<file path="config.mk">
export PLATFORM = sky130hd
export DESIGN_NAME = fifo_write_arbiter_flat
export DESIGN_NICKNAME = d
export VERILOG_FILES = /design/src/rtl/fifo_arb_pkg.sv /design/src/rtl/fifo_write_arbiter_if.sv /design/src/rtl/fifo_write_arbiter_rr_pick.sv /design/src/rtl/fifo_write_arbiter.sv /design/src/flat_wrapper.sv
export SDC_FILE = /design/constraint.sdc
export NUM_CORES = 1
export LEC_CHECK = 0
export ABC_AREA = 1
export BUFFER_PORTS_ARGS = -buffer_cell sky130_fd_sc_hd__buf_2
export CORE_MARGIN = 5
export CORE_UTILIZATION = 42
export DETAILED_ROUTE_END_ITERATION = 7
export PLACE_DENSITY = 0.68
export SETUP_SLACK_MARGIN = 0.05
export SKIP_CTS_REPAIR_TIMING = 1
export SLEW_MARGIN = 20
export SYNTH_ARGS = -nofsm -noshare
export SYNTH_HDL_FRONTEND = slang
export SYNTH_SLANG_ARGS = --single-unit
</file>
<file path="constraint.sdc">
create_clock -name clk_write -period 1.5 [get_ports clk_write]
set_clock_uncertainty 0.1 [all_clocks]
set_input_delay 0.15 -clock clk_write [delete_from_list [all_inputs] [get_ports clk_write]]
set_output_delay 0.15 -clock clk_write [all_outputs]
set_load 0.01 [all_outputs]
</file>
<file path="src/rtl/fifo_arb_pkg.sv">
// fifo_arb_pkg: shared types and defaults for the FIFO write arbiter.
// Holds the FSM state encoding and default sizing parameters.
package fifo_arb_pkg;

    localparam int N_REQ_DEF     = 4;
    localparam int DATA_SIZE_DEF = 4;
    localparam int BURST_MAX_DEF = 4;

    typedef enum logic {
        IDLE  = 1'b0,
        GRANT = 1'b1
    } arb_state_t;

    // Width of a burst counter able to hold 0..n.
    function automatic int cnt_w(input int n);
        return (n > 1) ? $clog2(n + 1) : 1;
    endfunction

endpackage

</file>
<file path="src/rtl/fifo_write_arbiter_if.sv">
// fifo_write_arbiter_if: requester + FIFO write-side bundle.
// master: req, req_data, fifo_full out / ack, fifo_write_mode, fifo_data_in in.
// slave : the arbiter's view (directions reversed).
interface fifo_write_arbiter_if
    import fifo_arb_pkg::*;
#(
    parameter int N_REQ     = N_REQ_DEF,
    parameter int DATA_SIZE = DATA_SIZE_DEF
);

    logic [N_REQ-1:0]           req;
    logic [N_REQ*DATA_SIZE-1:0] req_data;
    logic                       fifo_full;
    logic [N_REQ-1:0]           ack;
    logic                       fifo_write_mode;
    logic [DATA_SIZE-1:0]       fifo_data_in;

    modport master (
        output req,
        output req_data,
        output fifo_full,
        input  ack,
        input  fifo_write_mode,
        input  fifo_data_in
    );

    modport slave (
        input  req,
        input  req_data,
        input  fifo_full,
        output ack,
        output fifo_write_mode,
        output fifo_data_in
    );

endinterface

</file>
<file path="src/rtl/fifo_write_arbiter_rr_pick.sv">
// rr_pick: combinational round-robin search over req starting at ptr.
// Ports: req, ptr in; found (any req set), idx (first set bit from ptr, wrapping).
module rr_pick #(
    parameter int N = 4,
    parameter int W = 2
) (
    input  logic [N-1:0] req,
    input  logic [W-1:0] ptr,
    output logic         found,
    output logic [W-1:0] idx
);

    always_comb begin
        int c;
        found = 1'b0;
        idx   = '0;
        c     = 0;
        for (int i = 0; i < N; i++) begin
            c = int'(ptr) + i;
            if (c >= N) begin
                c = c - N;
            end
            if (!found && req[c]) begin
                found = 1'b1;
                idx   = W'(c);
            end
        end
    end

endmodule

</file>
<file path="src/rtl/fifo_write_arbiter.sv">
// fifo_write_arbiter: round-robin arbiter granting bursts of FIFO writes.
// Ports: clk_write, reset (sync, active-high), bus (slave: req/req_data/
// fifo_full in, ack/fifo_write_mode/fifo_data_in out), grant_id, busy,
// beat_count (16-bit wrapping count of accepted writes).
module fifo_write_arbiter
    import fifo_arb_pkg::*;
#(
    parameter int N_REQ     = N_REQ_DEF,
    parameter int DATA_SIZE = DATA_SIZE_DEF,
    parameter int BURST_MAX = BURST_MAX_DEF,
    localparam int GW       = $clog2(N_REQ)
) (
    input  logic                  clk_write,
    input  logic                  reset,
    fifo_write_arbiter_if.slave   bus,
    output logic [GW-1:0]         grant_id,
    output logic                  busy,
    output logic [15:0]           beat_count
);

    localparam int BW = cnt_w(BURST_MAX);

    arb_state_t    state;
    logic [GW-1:0] rr_ptr;
    logic [BW-1:0] burst_cnt;

    logic          pick_found;
    logic [GW-1:0] pick_idx;
    logic [GW-1:0] ptr_next;
    logic          holder_req;
    logic          beat;
    logic          last_beat;

    rr_pick #(
        .N (N_REQ),
        .W (GW)
    ) u_rr_pick (
        .req   (bus.req),
        .ptr   (rr_ptr),
        .found (pick_found),
        .idx   (pick_idx)
    );

    assign ptr_next   = (pick_idx == GW'(N_REQ - 1)) ? '0 : pick_idx + 1'b1;
    assign holder_req = bus.req[grant_id];
    assign last_beat  = (burst_cnt == BW'(BURST_MAX - 1));

    // Gating with reset keeps the strobe quiet even if reset lands mid-burst.
    assign beat = (state == GRANT) && holder_req && !bus.fifo_full && !reset;

    always_comb begin
        bus.ack           = '0;
        bus.ack[grant_id] = beat;
    end

    assign bus.fifo_write_mode = beat;
    assign bus.fifo_data_in    =
        bus.req_data[int'(grant_id)*DATA_SIZE +: DATA_SIZE];
    assign busy = (state == GRANT);

    always_ff @(posedge clk_write) begin
        if (reset) begin
            state      <= IDLE;
            grant_id   <= '0;
            rr_ptr     <= '0;
            burst_cnt  <= '0;
            beat_count <= '0;
        end else begin
            if (beat) begin
                beat_count <= beat_count + 16'd1;
            end
            unique case (state)
                IDLE: begin
                    if (pick_found) begin
                        state    <= GRANT;
                        grant_id <= pick_idx;
                        rr_ptr   <= ptr_next;
                    end
                end
                GRANT: begin
                    // A stalled holder (fifo_full) simply waits here.
                    if (!holder_req) begin
                        state     <= IDLE;
                        burst_cnt <= '0;
                    end else if (beat) begin
                        if (last_beat) begin
                            state     <= IDLE;
                            burst_cnt <= '0;
                        end else begin
                            burst_cnt <= burst_cnt + 1'b1;
                        end
                    end
                end
                default: begin
                    state <= IDLE;
                end
            endcase
        end
    end

endmodule
</file>
<file path="src/flat_wrapper.sv">
// flat-port wrapper written by rule: the top's interface ports become plain ports
module fifo_write_arbiter_flat import fifo_arb_pkg::*;
#(
    parameter int N_REQ     = N_REQ_DEF,
    parameter int DATA_SIZE = DATA_SIZE_DEF,
    parameter int BURST_MAX = BURST_MAX_DEF,
    localparam int GW       = $clog2(N_REQ)
)
  (clk_write, reset, grant_id, busy, beat_count, bus_req, bus_req_data, bus_fifo_full, bus_ack, bus_fifo_write_mode, bus_fifo_data_in);
  fifo_write_arbiter_if #(.N_REQ(N_REQ), .DATA_SIZE(DATA_SIZE)) bus_i ();
  input  logic clk_write;
  input  logic reset;
  output logic [GW-1:0] grant_id;
  output logic busy;
  output logic [15:0] beat_count;
  input wire logic [$bits(bus_i.req)-1:0] bus_req;
  input wire logic [$bits(bus_i.req_data)-1:0] bus_req_data;
  input wire logic [$bits(bus_i.fifo_full)-1:0] bus_fifo_full;
  output wire logic [$bits(bus_i.ack)-1:0] bus_ack;
  output wire logic [$bits(bus_i.fifo_write_mode)-1:0] bus_fifo_write_mode;
  output wire logic [$bits(bus_i.fifo_data_in)-1:0] bus_fifo_data_in;
  assign bus_i.req = bus_req;
  assign bus_i.req_data = bus_req_data;
  assign bus_i.fifo_full = bus_fifo_full;
  assign bus_ack = bus_i.ack;
  assign bus_fifo_write_mode = bus_i.fifo_write_mode;
  assign bus_fifo_data_in = bus_i.fifo_data_in;
  fifo_write_arbiter #(.N_REQ(N_REQ), .DATA_SIZE(DATA_SIZE), .BURST_MAX(BURST_MAX)) u_core (.clk_write(clk_write), .reset(reset), .bus(bus_i), .grant_id(grant_id), .busy(busy), .beat_count(beat_count));
endmodule
</file>
### After elaboration in Yosys (flattened, before gate mapping)

Cells that the tools add are included.

| word-level totals | value |
|---|---|
| register bits | 24 |
| input port bits | 23 |
| output and inout bits | 28 |
| logic and storage cells | 82 |

| operators by class | value |
|---|---|
| add/sub/neg operators | 10 |
| magnitude comparators | 10 |
| equal/unequal tests | 3 |
| shifts and indexed selects | 1 |
| multiplexer cells | 37 |
| bitwise logic cells | 2 |
| reductions and logical operators | 14 |

Operators by type and width:

| kind | number |
|---|---|
| $lt A32 B4 Y1 const B | 4 |
| $mux W32 | 4 |
| $mux W1 | 18 |
| $add A16 B1 Y16 const B | 1 |
| $shiftx A16 B5 Y4 | 1 |
| $sub A3 B3 Y4 const B | 3 |
| $bmux W1 S2 | 5 |
| $mux W2 | 5 |
| $ge A3 B3 Y1 const B | 3 |
| $mux W3 | 3 |
| $logic_and A1 B1 Y1 | 7 |
| $add A2 B2 Y3 const B | 2 |
| $logic_not A1 Y1 | 5 |
| $and A4 B4 Y4 | 1 |
| $reduce_and A2 Y1 | 2 |
| $sub A2 B3 Y4 const B | 1 |
| $add A2 B1 Y3 const B | 1 |
| $add A3 B1 Y3 const B | 1 |
| $eq A3 B2 Y1 const B | 1 |
| $ge A2 B3 Y1 const B | 1 |
| $lt A2 B3 Y1 const B | 1 |
| $add A2 B1 Y2 const B | 1 |
| $demux W1 S2 | 1 |
| $eq A2 B2 Y1 const B | 1 |
| 4 further kinds | 4 |

### Longest topological paths before layout

Gate-level depths: netlist (run 1).

| logic depth | value |
|---|---|
| depth after elaboration | 17 |
| depth in mapped cells | 15 |
| depth with buffers taken out | 13 |

### Hierarchy

From an unflattened synthesis (run 1), not the netlist that was laid out.

| second synthesis, totals | value |
|---|---|
| cell total of the unflattened synthesis | 288 |
| area total of the unflattened synthesis | 1846.8 um2 |

Modules (own cells, without submodules):

| module | instances | cells each | area an instance (um2) | sequential area each (um2) |
|---|---|---|---|---|
| fifo_write_arbiter | 1 | 229 | 1527.7 | 480.5 |
| rr_pick | 1 | 59 | 319.1 | 0.0 |

### Worst setup path after synthesis (run 1)

Ideal clock, no wire load.

| timing path | value |
|---|---|
| path kind | register to register |
| from | register u_core.beat_count[0] |
| to | register u_core.beat_count[12] |
| library setup time | 137 ps |
| data arrival time | 1424 ps |
| required time | 1263 ps |
| slack | -161 ps |
| cell stages (with the launch flop) | 7 |
| buffers on the path | 0 |
| period minus slack after synthesis | 1661 ps |
| path through | dfxtp_1 ha_1 nand3_1 or3_1 xor2_1 nand2_1 a21oi_1 |

| between the ends | value |
|---|---|
| cells in the longest elaborated chain, start to end | 1 |

Ends and longest elaborated chain:

| element | RTL line | text |
|---|---|---|
| start: declaration | fifo_write_arbiter.sv:18 | `output logic [15:0] beat_count` |
| start signal: assignment | fifo_write_arbiter.sv:70 | `beat_count <= beat_count + 16'd1;` |
| $add A16 B1 Y16 | fifo_write_arbiter.sv:70 |  |

No other way between the ends.
A chain may end at the register's enable or synchronous reset.

### Final worst setup path (run 1)

| timing path | value |
|---|---|
| from | register u_core.grant_id[0] |
| to | output bus_ack[1] |

| between the ends | value |
|---|---|
| cells in the longest elaborated chain, start to end | 6 |
| elaborated cells between the ends (all ways) | 11 |
| those cells by class | 2 x order compare; 4 x mux; 1 x bitwise; 4 x reduce/logical |

Ends and longest elaborated chain:

| element | RTL line | text |
|---|---|---|
| start: declaration | fifo_write_arbiter.sv:16 | `output logic [GW-1:0] grant_id,` |
| start signal: assignment | fifo_write_arbiter.sv:76 | `grant_id <= pick_idx;` |
| parallel branches: the longest is 5 deep, another holds $lt A2 B3 Y1 | -- |  |
| $and A4 B4 Y4 (no source line) (*) | -- |  |
| end: declaration | flat_wrapper.sv:19 | `output wire logic [$bits(bus_i.ack)-1:0] bus_ack;` |

Mark *: on every way between the ends. The select of a mux whose other input is x is not followed.

==> results of run 1 <==
-- through the flow --
step | util (%) | cells
final | 64.8 | 417
after global routing | 64.8 | 417
after CTS | 59.2 | 410
after detailed placement | 58.2 | 406
after global placement | 58.2 | 406
after floorplan | - | 275
-- state kept, by name, summed over array words and instances (netlist names), named ones only --
name               cells
u_core.burst_cnt       3
u_core.rr_ptr          1
u_core.beat_count     16
u_core.busy            1
u_core.grant_id        2
-- area by class of cell --
| cell class | count | share of cell area [%] |
|---|---|---|
| Multi-Input combinational cell | 213 | 50.3 |
| Timing Repair Buffer | 94 | 23.8 |
| Sequential cell | 24 | 17.6 |
| Inverter | 30 | 4.46 |
| Tap cell | 52 | 2.27 |
| Clock buffer | 3 | 1.44 |
| Clock inverter | 1 | 0.131 |
-- how the worst min path moves through the flow --
stage,slack (ns),endpoint
finish,0.003,flip-flop
CTS,0.0007,flip-flop
global route,-0.0005,flip-flop
global placement,0.28,flip-flop
detailed placement,0.29,flip-flop
floorplan,0.20,u_core.busy$_SDFF_PP0_
-- worst register-to-register path: stages, from the launching register on --
cell	delay, ns
dfxtp_4	0.37
inv_4	0.08
nand2_4	0.05
o22ai_2	0.17
nor2_2	0.07
nand2_4	0.10
nand4_4	0.10
buf_4	0.18
buf_12	0.13
o21ai_1	0.14
a21oi_1	0.06
-- report_power, final --
part | switching [uW] | leakage, uW | internal [uW]
logic | 1550 | 0.00111 | 1230
registers | 129 | 0.000200 | 751
clock network | 212 | 0.0000231 | 183
-- layout by cell type, fill, tap and decap left out, types with 4 or more instances in the layout --
master   instances
nand2_1         54
nor2_1          18
inv_2            5
buf_6           10
buf_4           35
dfxtp_4          4
nand3_1         25
a21oi_2         13
a22oi_2          4
nand4_1          8
xor2_1          10
dfxtp_1         14
o21ai_1          4
dfxtp_2          6
buf_2           45
nor2_4           4
a21oi_1          6
nand2_2         25
nand2_4         14
inv_1           21
-- cell families (layout without fill, tap and decap cells) --
family          count (synthesis)  count (layout)  share of synthesized area (%)
simple gates                  166             166                           46.0
compound gates                 32              32                           11.7
buf+inv                        38             128                           10.4
fa+ha+maj                       2               2                           1.29
flops                          24              24                           24.9
xor+xnor                       13              13                           5.89
-- layer usage --
layer	up-vias	track usage, %	wire length [um]
met4	0	3.44	28
met1	946	21.9	2420
met2	65	26.4	2450
li1	1084	-	-
met5	-	0	0
met3	4	2.89	336
==> impl_metrics.toml, run 1 <==
[critical_path]
critPathLaunchType = "flip-flop"
worstReg2RegStart = "u_core.grant_id[0]$_SDFFE_PP0P_"
slowest_delay_ns = 0.37
crit_slowest_cell = "dfxtp_4"
path_cells = "inv_4 -> nand2_4 -> o22ai_2 -> nor2_2 -> nand2_4 -> nand4_4 -> buf_12 -> nor2_4 -> buf_6"
crit_path_start = "u_core.grant_id[0]$_SDFFE_PP0P_"
critPathArrivalTime_ns = 1.55
timing.reg2reg.setup_slack_ns = -0.15
critical_path_required_ns = 1.25
path_buf_inv = 3
endpoint = "bus_ack[1]"
cp_max_fo = 4
crit_type = "reg2out"
cp-end-kind = "primary output"
crit_path_frequent_cell = "nand2_4"
rr_endpoint = "u_core.beat_count[1]$_SDFFE_PP0P_"
r2r_cells = 10
cp.depth = 9
cpLargestDelayFamily = "simple AND/OR/NAND/NOR gates"

[status]
violations = "negative setup slack"
status = "finished with violations"

[floorplan]
io_pins = 51
start_util_pct = 43.8
core_area_um2 = 4410
core.rowCount = 24
die_x_um = 77.8
dieArea_um2 = 6060
die_y_um = 77.8

[logic_synthesis]
synth_area_um2 = 1930
yosys.area.top_type = "dfxtp_1"
synth_seq_cells = 24
yosys-top-cells-count = "nand2_1 (65), nand3_1 (27), inv_1 (25)"
yosysWarnings = 0
syn_area_per_cell_um2 = 7.03
synthesis.nets = 300
synth_edf_count = 0
synth.distinct_cells = 39
synthCells = 275
seq_area_frac_synth_pct = 24.9
async_reset_ff_share_pct = 0
yosys_most_used_dff = "dfxtp_1"
yosysMostFrequentCell = "nand2_1"
synth_area_leaders = "dfxtp_1 (25%), nand2_1 (13%), nand3_1 (7.0%), nand2_2 (6.8%), inv_1 (4.9%)"
synth_top_area_share_pct = 24.9

[power_and_ir_drop]
p_per_area_nw_per_um2 = 1420
fin_total_pwr_uw = 4060
p_leak_uw = 0.00133
peakVddDrop_mv = 0.589

[timing]
slew_headroom_pct = 74.5
fin_crit_sh_pct = 120
rsz0062_at_grt = "true"
finalSetupTns_ns = -4.27
worst_slew_pin_slew_ns = 0.379
slew_viol_final = 0
setup_viol = 33
fin_ws_ns = -0.304
fin_crit_ns = 1.80
finalHoldWorstSlack_ns = 0.00281
max_freq_mhz = 554
finalHoldViolations = 0

[place]
place_congestion = 0.818
dp_slack_ns = -0.140
place_area_um2 = 2570
port_buffers = 50
place_hpwl_um = 3860

[drt]
dr.first_iter.drc_count = 78
drt-pass1-iter-count = 4
wire_per_inst_um = 12.6
via_per_inst = 5.03
vias = 2099
ant_nets = 0
drc = 0
wl_um = 5240

[worst_hold_path]
hold_depth = 2
hold_path_startpoint = "reset"
min_path_type = "in2reg"

[clock_tree]
cts_root_buffer = "clkbuf_8"
cts_tree = "done"
clk_latency_ns = 0.27
cts_buffer_depth = 2
cts_buffers = 3
cts_sinks = 24
path_clk_slew_ns = 0.08
htreeDepth = 1

[grt]
grtUsageTotal_pct = 16.1
grt_max_degree = 21
grt_pass1_vias = 1902
grt_pass1_wl_um = 8390
antenna_found_initial = 0
overflow = 0

[final_layout]
drive_above_1_share_pct = 53.2
num_antenna_cells = 0
fillCellCount = 374
seqCellArea_um2 = 503
multi_input_area_um2 = 1440
final_cell_area_um2 = 2860
nets = 391
area_growth_pct = 48.0

[flow_run]
drv_cap = 0
Power figures use the tool's default switching activity.
==> inputs of run 2 (changes only) <==
--- a/config.mk
+++ b/config.mk
@@ -9,9 +9,9 @@
 export BUFFER_PORTS_ARGS = -buffer_cell sky130_fd_sc_hd__buf_2
 export CORE_MARGIN = 5
 export CORE_UTILIZATION = 42
+export CTS_BUF_LIST = sky130_fd_sc_hd__clkbuf_2
 export DETAILED_ROUTE_END_ITERATION = 7
 export PLACE_DENSITY = 0.68
-export SETUP_SLACK_MARGIN = 0.05
 export SKIP_CTS_REPAIR_TIMING = 1
 export SLEW_MARGIN = 20
 export SYNTH_ARGS = -nofsm -noshare
==> impl_metrics.toml, run 2 (synthesized netlist as in run 1, its figures left out) <==
[status]
status = "finished with violations"
violations = "negative setup slack"

[critical_path]
endpoint = "bus_ack[0]"
r2r_cells = 13
cp.depth = 9
critPathArrivalTime_ns = 1.67
cp-end-kind = "primary output"
crit_path_start = "u_core.grant_id[0]$_SDFFE_PP0P_"
path_buf_inv = 3
crit_slowest_cell = "dfxtp_4"
slowest_delay_ns = 0.42
timing.reg2reg.setup_slack_ns = -0.33
path_cells = "inv_4 -> nand2_4 -> o22ai_2 -> nor2_2 -> nand2_4 -> nand4_4 -> buf_6 -> nor2_2 -> buf_2"
crit_type = "reg2out"
cpLargestDelayFamily = "flip-flops"
critical_path_required_ns = 1.25
rr_endpoint = "u_core.beat_count[8]$_SDFFE_PP0P_"
cp_max_fo = 4
worstReg2RegStart = "u_core.grant_id[0]$_SDFFE_PP0P_"
critPathLaunchType = "flip-flop"

[final_layout]
final_cell_mix = "nand2_1 (51), buf_2 (49), buf_4 (39), nand3_1 (23)"
area_growth_pct = 50.1
nets = 397
mostFrequentLayoutCell = "nand2_1"
drive_above_1_share_pct = 55.0
largest_reg_flops = 16
num_antenna_cells = 0
top_register = "u_core.beat_count"
fin_cells = 423
fillCellCount = 384
reg_top3 = "u_core.beat_count (16), u_core.burst_cnt (3), u_core.grant_id (2)"

[worst_hold_path]
min_path_type = "in2reg"

[power_and_ir_drop]
p_clk_share_pct = 7.1
p_per_area_nw_per_um2 = 1340
p_leak_uw = 0.00144
peakVddDrop_mv = 0.580
p_int_uw = 2010
swShare_pct = 48.5
comb_power_share_pct = 70.3
sequentialPowerShare_pct = 22.6
power.switching_uw = 1890

[place]
port_buffers = 50
place_congestion = 0.891
place_hpwl_um = 3920
place_inst = 411

[grt]
use_met1_pct = 20.0
grtUsageTotal_pct = 16.5
grt_max_degree = 18
top_usage_layer = "met2"
overflow = 0
grt_use_met3_pct = 3.01
grt_pass1_vias = 1999
grt_pass1_wl_um = 8540
globalRouteMet2Util_pct = 29.5
antenna_found_initial = 0

[timing]
finalSetupTns_ns = -5.57
fin_crit_sh_pct = 128
setup_viol = 31
slew_headroom_pct = 72.8
fin_ws_ns = -0.418
fin_crit_ns = 1.92
finalHoldViolations = 0
rsz0062_at_grt = "true"
slew_viol_final = 0
worst_slew_pin_slew_ns = 0.405
max_freq_mhz = 521

[clock_tree]
cts_buffers = 3
htreeDepth = 1
cts_tree = "done"
path_clk_slew_ns = 0.25
cts_sinks = 24
cts_root_buffer = "clkbuf_2"
clk_latency_ns = 0.38
cts_buffer_depth = 2

[floorplan]
die_x_um = 77.8
core.rowCount = 24
dieArea_um2 = 6060
core_area_um2 = 4410
start_util_pct = 43.8
io_pins = 51
die_y_um = 77.8

[drt]
drt-pass1-iter-count = 4
dr.first_iter.drc_count = 62
drc = 0
ant_nets = 0
via_per_inst = 5.05
vias = 2137
wire_per_inst_um = 12.6
wl_um = 5350

[flow_run]
drv_cap = 0
[run 2: cell count changes in the layout (fill, tap and decap cells not counted), moves of 3 or more]
| cell | change |
|---|---|
| nand2_2 | -3 |
| clkbuf_8 | -3 |
| buf_4 | +4 |
| nor2_4 | -3 |
| nor2_2 | +4 |
| nand2_4 | +6 |
| nand2_1 | -3 |
| clkbuf_2 | +3 |
| buf_2 | +4 |
[run 2: layer usage]
layer,wire [um],part of all wire (%)
met2,2630,49
met4,82,1.5
met3,359,6.7
met1,2270,43
met5,0,0
[run 2: final cells by class]
| class | count | area, um2 | share of cell area (%) |
|---|---|---|---|
| multi-input cells | 213 | 1480 | 51.1 |
| repair buffers | 100 | 703 | 24.2 |
| flip-flops and latches | 24 | 508 | 17.5 |
| inverters | 30 | 125 | 4.31 |
| well taps | 52 | 65.1 | 2.24 |
| clock buffers | 3 | 15.0 | 0.517 |
| clock inverters | 1 | 3.75 | 0.129 |
[run 2: power groups by stage]
stage	Combinational [uW]	Clock, uW	Sequential, uW
floorplan	1620	0	897
global placement	2290	0	870
detailed placement	2320	0	872
CTS	2320	276	859
global route	2990	335	900
finish	2740	278	880
[run 2: per-stage QoR]
| stage | utilization (%) | instance area [um2] | power, uW | hold slack, ns | setup WS (ns) |
|---|---|---|---|---|---|
| detailed placement | 59.3 | 2620 | 3190 | 0.318 | -0.121 |
| global route | 65.7 | 2900 | 4220 | -0.0279 | -0.579 |
| finish | 65.7 | 2900 | 3900 | 0.0134 | -0.418 |
| global placement | 59.3 | 2620 | 3160 | 0.317 | -0.0710 |
| CTS | 59.7 | 2640 | 3460 | -0.101 | -0.464 |
| floorplan | - | 2050 | 2520 | 0.197 | -0.0533 |
[run 2: worst register-to-register path, stage by stage (launching register included)]
cell and delay, ns:
dfxtp_4 0.42, inv_4 0.07, nand2_4 0.05, o22ai_2 0.14
nor2_2 0.07, nand2_4 0.10, nand3_4 0.10, nor2_8 0.19
buf_6 0.12, buf_6 0.08, buf_6 0.08, buf_6 0.10
nand2_1 0.05, a21oi_1 0.11
[run 2: worst min-delay path by stage]
| stage | startpoint | slack [ns] | end | cells after the start |
|---|---|---|---|---|
| final | bus_fifo_full | 0.01 | u_core.busy$_SDFF_PP0_ | 3 |
| after global routing | reset | -0.03 | u_core.burst_cnt[1]$_SDFFE_PP0P_ | 4 |
| after CTS | reset | -0.10 | u_core.grant_id[0]$_SDFFE_PP0P_ | 2 |
| after detailed placement | reset | 0.32 | u_core.grant_id[1]$_SDFFE_PP0P_ | 2 |
| after global placement | reset | 0.32 | u_core.grant_id[0]$_SDFFE_PP0P_ | 2 |
| after floorplan | bus_fifo_full | 0.20 | u_core.busy$_SDFF_PP0_ | 2 |
==> inputs of run 3 (changes only) <==
--- a/config.mk
+++ b/config.mk
@@ -12,6 +12,7 @@
 export CTS_BUF_LIST = sky130_fd_sc_hd__clkbuf_2
 export DETAILED_ROUTE_END_ITERATION = 7
 export PLACE_DENSITY = 0.68
+export SETUP_SLACK_MARGIN = 0.05
 export SKIP_CTS_REPAIR_TIMING = 1
 export SLEW_MARGIN = 20
 export SYNTH_ARGS = -nofsm -noshare
==> impl_metrics.toml, run 3 (synthesized netlist as in run 1, its figures left out) <==
[status]
status = "finished with violations"
violations = "negative hold slack, negative setup slack"

[grt]
overflow = 0
grt_pass1_wl_um = 8440
antenna_found_initial = 0
grt_max_degree = 21
grtUsageTotal_pct = 16.2
grt_pass1_vias = 1908

[clock_tree]
cts_root_buffer = "clkbuf_2"
cts_tree = "done"
cts_buffer_depth = 2
path_clk_slew_ns = 0.22
cts_sinks = 24
htreeDepth = 1
clk_latency_ns = 0.34
cts_buffers = 3

[power_and_ir_drop]
p_clk_share_pct = 6.4
swShare_pct = 48.0
comb_power_share_pct = 71.7
p_int_uw = 2090
sequentialPowerShare_pct = 21.9
peakVddDrop_mv = 0.618
power.switching_uw = 1930
p_leak_uw = 0.00133
fin_total_pwr_uw = 4010
p_per_area_nw_per_um2 = 1390

[floorplan]
start_util_pct = 43.8
io_pins = 51
core_area_um2 = 4410
die_x_um = 77.8
die_y_um = 77.8
dieArea_um2 = 6060
core.rowCount = 24

[place]
dp_slack_ns = -0.140
place_hpwl_um = 3860
place_congestion = 0.818
port_buffers = 50

[critical_path]
path_cells = "inv_4 -> nand2_4 -> o22ai_2 -> nor2_2 -> nand2_4 -> nand4_4 -> buf_12 -> nor2_4 -> buf_6"
critPathLaunchType = "flip-flop"
cpLargestDelayFamily = "flip-flops"
cp_max_fo = 4
critical_path_required_ns = 1.25
cp-end-kind = "primary output"
slowest_delay_ns = 0.42
path_buf_inv = 3
crit_path_frequent_cell = "nand2_4"
critPathArrivalTime_ns = 1.65
crit_type = "reg2out"
crit_slowest_cell = "dfxtp_4"

[final_layout]
drive_above_1_share_pct = 54.7
top_register = "u_core.beat_count"
largest_reg_flops = 16
num_antenna_cells = 0
reg_top3 = "u_core.beat_count (16), u_core.burst_cnt (3), u_core.grant_id (2)"
area_growth_pct = 49.4
nets = 397
mostFrequentLayoutCell = "nand2_1"
final_cell_mix = "nand2_1 (51), buf_2 (45), buf_4 (37), nand2_2 (30), nand3_1 (24)"

[timing]
setup_viol = 33
fin_crit_sh_pct = 127
finalHoldViolations = 1
max_freq_mhz = 526
slew_viol_final = 0
finalHoldWorstSlack_ns = -0.100
fin_crit_ns = 1.90
worst_slew_pin_slew_ns = 0.384
slew_headroom_pct = 74.2
rsz0062_at_grt = "true"
fin_ws_ns = -0.402

[drt]
drt-pass1-iter-count = 4
wl_um = 5510
via_per_inst = 5.07
ant_nets = 0
vias = 2144
wire_per_inst_um = 13.0
drc = 0
dr.first_iter.drc_count = 78

[flow_run]
drv_cap = 0

[worst_hold_path]
min_path_type = "in2reg"
run 3: changes by cell type in the layout (fill, tap and decap cells not counted), moves of 2 or more:
cell     before  now
buf_4        39   37
buf_6         8   15
nor2_4        1    4
nand2_4      20   12
dfxtp_4       6    4
dfxtp_2       4    6
buf_2        49   45
nand2_2      22   30
nor2_2        7    3
run 3: layer usage:
metal | global-route usage [%] | routed length, um | vias up
li1 | - | - | 1093
met1 | 21.9 | 2500 | 987
met2 | 26.9 | 2680 | 58
met3 | 2.66 | 287 | 6
met4 | 3.78 | 47 | 0
met5 | 0 | 0 | -
run 3: worst paths after layout:
path / slack, ns / start / cells past startpoint / to
max: -0.40 / u_core.grant_id[0]$_SDFFE_PP0P_ / 9 / bus_ack[1]
min: -0.1 / reset / 2 / flip-flop
max reg2reg: -0.35 / u_core.grant_id[0]$_SDFFE_PP0P_ / 13 / u_core.beat_count[3]$_SDFFE_PP0P_
min reg2reg: 0.38 / u_core.burst_cnt[1]$_SDFFE_PP0P_ / 2 / u_core.burst_cnt[1]$_SDFFE_PP0P_
run 3: final cells by class:
cell class                 count  area, um2
inverter                      30        128
sequential                    24        503
timing repair buffer         100        737
multi-input combinational    213       1440
clock buffer                   3       15.0
clock inverter                 1       3.75
fill                         374       1530
tap                           52       65.1
run 3: power by group through the flow:
stage / Clock (uW) / Combinational (uW) / Sequential, uW
3_5_place_dp: 0 / 2360 / 869
5_1_grt: 306 / 3150 / 899
4_1_cts: 276 / 2370 / 856
6_report: 259 / 2880 / 878
2_1_floorplan: 0 / 1650 / 897
3_3_place_gp: 0 / 2330 / 868
run 3: per-stage QoR:
stage	utilization (%)	cell area [um2]	TNS, ns	hold WS (ns)	cells
2_1_floorplan	-	2030	-0.0708	0.197	275
3_3_place_gp	58.2	2570	-0.551	0.282	406
3_5_place_dp	58.2	2570	-0.889	0.291	406
4_1_cts	58.6	2590	-5.16	-0.121	410
5_1_grt	65.4	2890	-11.03	-0.151	423
6_report	65.4	2890	-6.40	-0.100	423
